$ cat src/rtl/mem_arbiter.sv
// Two-port arbiter in front of a single-port 32x8 RAM: IDLE -> ISSUE -> (CAPTURE) -> IDLE.
// Define ARB_RR_EN for round-robin arbitration; otherwise port A has fixed priority.
module mem_arbiter (
  input  logic       CLOCK,
  input  logic       RESET,
  input  logic       A_REQ,
  input  logic       A_WE,
  input  logic [4:0] A_ADDR,
  input  logic [7:0] A_D,
  input  logic       B_REQ,
  input  logic       B_WE,
  input  logic [4:0] B_ADDR,
  input  logic [7:0] B_D,
  output logic       A_GNT,
  output logic       B_GNT,
  output logic       A_VALID,
  output logic       B_VALID,
  output logic [7:0] A_Q,
  output logic [7:0] B_Q,
  output logic [4:0] MEM_ADDR,
  output logic [7:0] MEM_D,
  output logic       MEM_WE,
  input  logic [7:0] MEM_Q,
  output logic       BUSY
);

  typedef enum logic [1:0] {
    IDLE    = 2'b00,
    ISSUE   = 2'b01,
    CAPTURE = 2'b10
  } state_t;

  state_t      state_q, state_d;
  logic        win_b_q, win_b_d;
  logic        a_gnt_q, a_gnt_d, b_gnt_q, b_gnt_d;
  logic        a_valid_q, a_valid_d, b_valid_q, b_valid_d;
  logic [7:0]  a_q_q, a_q_d, b_q_q, b_q_d;
  logic [4:0]  mem_addr_q, mem_addr_d;
  logic [7:0]  mem_d_q, mem_d_d;
  logic        mem_we_q, mem_we_d;
  logic        busy_q, busy_d;
  logic        pick_b;

`ifdef ARB_RR_EN
  logic        last_b_q, last_b_d;
  // On a tie the port that was not granted last wins.
  assign pick_b = B_REQ && (!A_REQ || !last_b_q);
`else
  assign pick_b = B_REQ && !A_REQ;
`endif

  always_comb begin
    state_d    = state_q;
    win_b_d    = win_b_q;
    a_gnt_d    = 1'b0;
    b_gnt_d    = 1'b0;
    a_valid_d  = 1'b0;
    b_valid_d  = 1'b0;
    a_q_d      = a_q_q;
    b_q_d      = b_q_q;
    mem_addr_d = mem_addr_q;
    mem_d_d    = mem_d_q;
    mem_we_d   = 1'b0;
`ifdef ARB_RR_EN
    last_b_d   = last_b_q;
`endif
    case (state_q)
      IDLE: begin
        if (A_REQ || B_REQ) begin
          win_b_d    = pick_b;
          a_gnt_d    = !pick_b;
          b_gnt_d    = pick_b;
          mem_addr_d = pick_b ? B_ADDR : A_ADDR;
          mem_d_d    = pick_b ? B_D : A_D;
          mem_we_d   = pick_b ? B_WE : A_WE;
`ifdef ARB_RR_EN
          last_b_d   = pick_b;
`endif
          state_d    = ISSUE;
        end
      end
      ISSUE: begin
        // mem_we_q still holds the captured write flag during this cycle.
        if (mem_we_q) begin
          a_valid_d = !win_b_q;
          b_valid_d = win_b_q;
          state_d   = IDLE;
        end else begin
          state_d   = CAPTURE;
        end
      end
      CAPTURE: begin
        if (win_b_q) b_q_d = MEM_Q;
        else         a_q_d = MEM_Q;
        a_valid_d = !win_b_q;
        b_valid_d = win_b_q;
        state_d   = IDLE;
      end
      default: state_d = IDLE;
    endcase
    busy_d = (state_d != IDLE);
  end

  always_ff @(posedge CLOCK or posedge RESET) begin
    if (RESET) begin
      state_q    <= IDLE;
      win_b_q    <= 1'b0;
      a_gnt_q    <= 1'b0;
      b_gnt_q    <= 1'b0;
      a_valid_q  <= 1'b0;
      b_valid_q  <= 1'b0;
      a_q_q      <= 8'h00;
      b_q_q      <= 8'h00;
      mem_addr_q <= 5'h00;
      mem_d_q    <= 8'h00;
      mem_we_q   <= 1'b0;
      busy_q     <= 1'b0;
`ifdef ARB_RR_EN
      last_b_q   <= 1'b1;
`endif
    end else begin
      state_q    <= state_d;
      win_b_q    <= win_b_d;
      a_gnt_q    <= a_gnt_d;
      b_gnt_q    <= b_gnt_d;
      a_valid_q  <= a_valid_d;
      b_valid_q  <= b_valid_d;
      a_q_q      <= a_q_d;
      b_q_q      <= b_q_d;
      mem_addr_q <= mem_addr_d;
      mem_d_q    <= mem_d_d;
      mem_we_q   <= mem_we_d;
      busy_q     <= busy_d;
`ifdef ARB_RR_EN
      last_b_q   <= last_b_d;
`endif
    end
  end

  assign A_GNT    = a_gnt_q;
  assign B_GNT    = b_gnt_q;
  assign A_VALID  = a_valid_q;
  assign B_VALID  = b_valid_q;
  assign A_Q      = a_q_q;
  assign B_Q      = b_q_q;
  assign MEM_ADDR = mem_addr_q;
  assign MEM_D    = mem_d_q;
  assign MEM_WE   = mem_we_q;
  assign BUSY     = busy_q;

endmodule

$ cat config.mk
export PLATFORM = sky130hd
export DESIGN_NAME = mem_arbiter
export DESIGN_NICKNAME = d
export VERILOG_FILES = /design/src/rtl/mem_arbiter.sv
export SDC_FILE = /design/constraint.sdc
export NUM_CORES = 1
export LEC_CHECK = 0
export ABC_CLOCK_PERIOD_IN_PS = 1780
export BUFFER_PORTS_ARGS = -buffer_cell sky130_fd_sc_hd__buf_2
export CORE_UTILIZATION = 46
export DETAILED_ROUTE_END_ITERATION = 10
export PLACE_DENSITY = 0.88
export SLEW_MARGIN = 25
export SYNTH_ARGS = -nofsm -noshare
export SYNTH_HDL_FRONTEND = slang
export SYNTH_SLANG_ARGS = --single-unit
$ cat constraint.sdc
create_clock -name CLOCK -period 1.78 [get_ports CLOCK]
set_clock_uncertainty 0.15 [all_clocks]
set_input_delay 0.356 -clock CLOCK [delete_from_list [all_inputs] [get_ports CLOCK]]
set_output_delay 0.356 -clock CLOCK [all_outputs]
set_load 0.005 [all_outputs]
==> results.cfg <==
[clock_tree]
insertion_delay_ns = 0.33
post-cts-setup-buffer-count = 0
cts_max_path_buffers = 2
clkSlewWorstSetupHoldPaths_ns = 0.11
cts_sinks = 38
clock_h_tree_levels = 2
tritoncts = yes
tritoncts.num_buffers = 5
clock_tree_root_buffer_cell = sky130_fd_sc_hd__clkbuf_4

[timing]
min_clock_period_post_route_ns = 1.68
grt_setup_unrepaired = false
finalHoldWorstSlack_ns = 0.100
post-route-period-util = 0.946
timing.slew.headroom = 0.696
slew_viol_final = 0
tns_ns = 0
timing.fmax_mhz = 594
finalHoldViolations = 0
slew_at_the_pin_with_the_worst_max_slew_slack_ns = 0.456
finalSetupViolations = 0

[drt]
viasPerCell = 5.31
detail-route-antenna-nets = 0
finalWirelength_mm = 3.30
wire_per_inst_um = 13.8
initialDrtViolationCount = 31
drt_pass1_iterations = 4
drc_errors = 0
via_total_after_detailed_routing = 1268

[placed_design]
placement.io_buffers = 74
place_congestion = 0.742
placed_area_um2 = 2060
placed_cells_incl_taps = 230
dp_hpwl_mm = 2.45

[final_layout]
layout-area-overhead-vs-synth_pct = 28.9
nNetsFinal = 235
fill_cells = 282
layout-drive-gt1-share = 0.528
instances_no_fill = 239
antenna-diode-count = 0
final_design_area_no_fill_um2 = 2150

[synth]
netlist_top_cells_count = sky130_fd_sc_hd__dfrtp_1 (38), sky130_fd_sc_hd__nand4bb_1 (13), sky130_fd_sc_hd__mux2_2 (10), sky130_fd_sc_hd__o221a_1 (10), sky130_fd_sc_hd__mux2_1 (6)
synth-edff-count = 0
synthFlopType = sky130_fd_sc_hd__dfrtp_1
synth-seq-cells = 38
post_synth_main_area_contributors = sky130_fd_sc_hd__dfrtp_1 (57%), sky130_fd_sc_hd__nand4bb_1 (8.8%), sky130_fd_sc_hd__mux2_2 (6.7%)
number_of_unique_standard_cell_types_used_by_synthesis = 25
yosys_top_cell_by_area = sky130_fd_sc_hd__dfrtp_1
synth_fp_nets = 158
synth_top_cell_area_share = 0.569
synth.yosys.warnings = 0
async_flop_share = 1.00
syn-mean-instance-area_um2 = 14.5
synth_area_um2 = 1670
syn-instance-count = 115
yosys.cell_count.top_type = sky130_fd_sc_hd__dfrtp_1
synth_seq_area_share = 0.569

[status]
outcome = finished clean

[setup_path]
dominant_delay_contributor_by_cell_family_on_the_critical_path = flip-flops
sort_of_element_at_the_start_of_the_critical_path = flip-flop
critical_path_peak_fanout = 8
worst_path_largest_cell_delay_ns = 0.42
critical_path_cell_by_cell = inv_1 -> ha_1 -> nand2_1 -> mux2_2
cp.arrival_ns = 1.75
critPathRequiredTime_ns = 1.85
crit_path_end_kind = flip-flop
setup.worst_path.class = flip-flop to flip-flop
worstPathBufferInverterCount = 1
critPathSlowestCell = sky130_fd_sc_hd__dfrtp_1

[floorplan]
row_count = 21
dieHeight_um = 62.3
initial_core_util = 0.489
dieWidth_um = 62.3
core_area_um2 = 3420
fp.dieArea_um2 = 3880
pin_count = 75

[power_and_ir_drop]
vdd_ir_drop_max_uv = 758
cellLeakagePower_nw = 1.02
p_per_area_nw_per_um2 = 1570

[grt]
fraction_of_met2_tracks_used_by_global_routing = 0.305
grt_pass1_wl_mm = 5.66
grt_usage = 0.188
grt_total_ovfl = 0
antenna_found_initial = 0
grt_util_met3 = 0.0680
first_global_vias = 1256
met1_usage = 0.236
pin_count_of_the_biggest_net_entering_global_routing = 39
grt_most_used_layer = met2

[hold_path]
min_path_type = primary input to flip-flop

[flow_run]
drv.max_cap_violation_count = 0
cell usage in the layout, fill, tap and decap left out, types with 2 or more instances in the layout:
cell	synthesis	layout
sky130_fd_sc_hd__buf_2	1	74
sky130_fd_sc_hd__o221a_2	3	3
sky130_fd_sc_hd__mux2_1	6	6
sky130_fd_sc_hd__and3b_1	2	2
sky130_fd_sc_hd__mux2_2	10	10
sky130_fd_sc_hd__dfrtp_1	38	38
sky130_fd_sc_hd__ha_1	3	3
sky130_fd_sc_hd__buf_4	2	4
sky130_fd_sc_hd__inv_1	5	5
sky130_fd_sc_hd__a21oi_1	3	3
sky130_fd_sc_hd__o221a_1	10	10
sky130_fd_sc_hd__nand2_1	3	3
sky130_fd_sc_hd__clkinv_2	0	2
sky130_fd_sc_hd__nand4bb_1	13	13
sky130_fd_sc_hd__clkbuf_4	0	5
sequential cells by signal, summed over array words and instances, names as in the netlist:
register and cells:
A_Q 8, B_Q 8, MEM_D 8, MEM_ADDR 5
state_q 2, A_GNT 1, A_VALID 1, BUSY 1
B_GNT 1, B_VALID 1, MEM_WE 1, win_b_q 1
repair_timing:
| item | CTS | global route |
|---|---|---|
| setup endpoints to repair | 0 | 1 |
| hold buffers | 1 | 0 |
| hold endpoints to repair | 38 | 0 |
| resized for setup | 0 | 1 |
cell type report:
cell class	count	area, µm²	share of cell area
clock inverters	3	40.0	0.0186
multi-input cells	63	638	0.296
well taps	46	57.6	0.0267
repair buffers	79	410	0.191
clock buffers	5	37.5	0.0174
flip-flops and latches	38	951	0.442
inverters	5	18.8	0.00872
through the flow:
stage / setup slack [ns] / util / total power [mW]
2_1_floorplan: 0.241 / - / 2.29
3_5_place_dp: 0.136 / 0.604 / 2.84
6_report: 0.0957 / 0.630 / 3.37
4_1_cts: 0.113 / 0.630 / 3.40
3_3_place_gp: 0.183 / 0.604 / 2.78
5_1_grt: 0.00803 / 0.630 / 3.62
path summary, 6_finish.rpt:
check                          to  startpoint  slack, ns  cells after the start
hold / removal             A_Q[5]    MEM_Q[5]       0.10                      2
setup / recovery           B_Q[6]  state_q[0]        0.1                      4
setup reg to reg           B_Q[6]  state_q[0]        0.1                      4
min in group asynchronous  A_Q[3]       RESET       0.51                      4
max in group asynchronous    BUSY       RESET       0.65                      4
hold reg to reg            A_Q[7]      A_Q[7]       0.34                      1
routing by layer:
layer	up-vias	wire length, µm
li1	591	-
met1	603	1450
met2	72	1550
met3	2	291
met4	0	14
met5	-	0
cell families (layout without fill, tap and decap cells):
group / Yosys count / after routing / share of synthesized area
multiplexers: 16 / 16 / 0.108
adder cells (fa/ha/maj): 3 / 3 / 0.0225
flip-flops: 38 / 38 / 0.569
buffers and inverters: 14 / 92 / 0.0502
AND/OR/NAND/NOR: 22 / 22 / 0.121
AO/OA/AOI/OAI: 22 / 22 / 0.129
report_power, final:
group	switching (mW)	internal (mW)
clock	0.263	0.291
combinational	0.585	0.745
sequential	0.221	1.27
total	1.07	2.30
(Power assumes the default switching activity.)
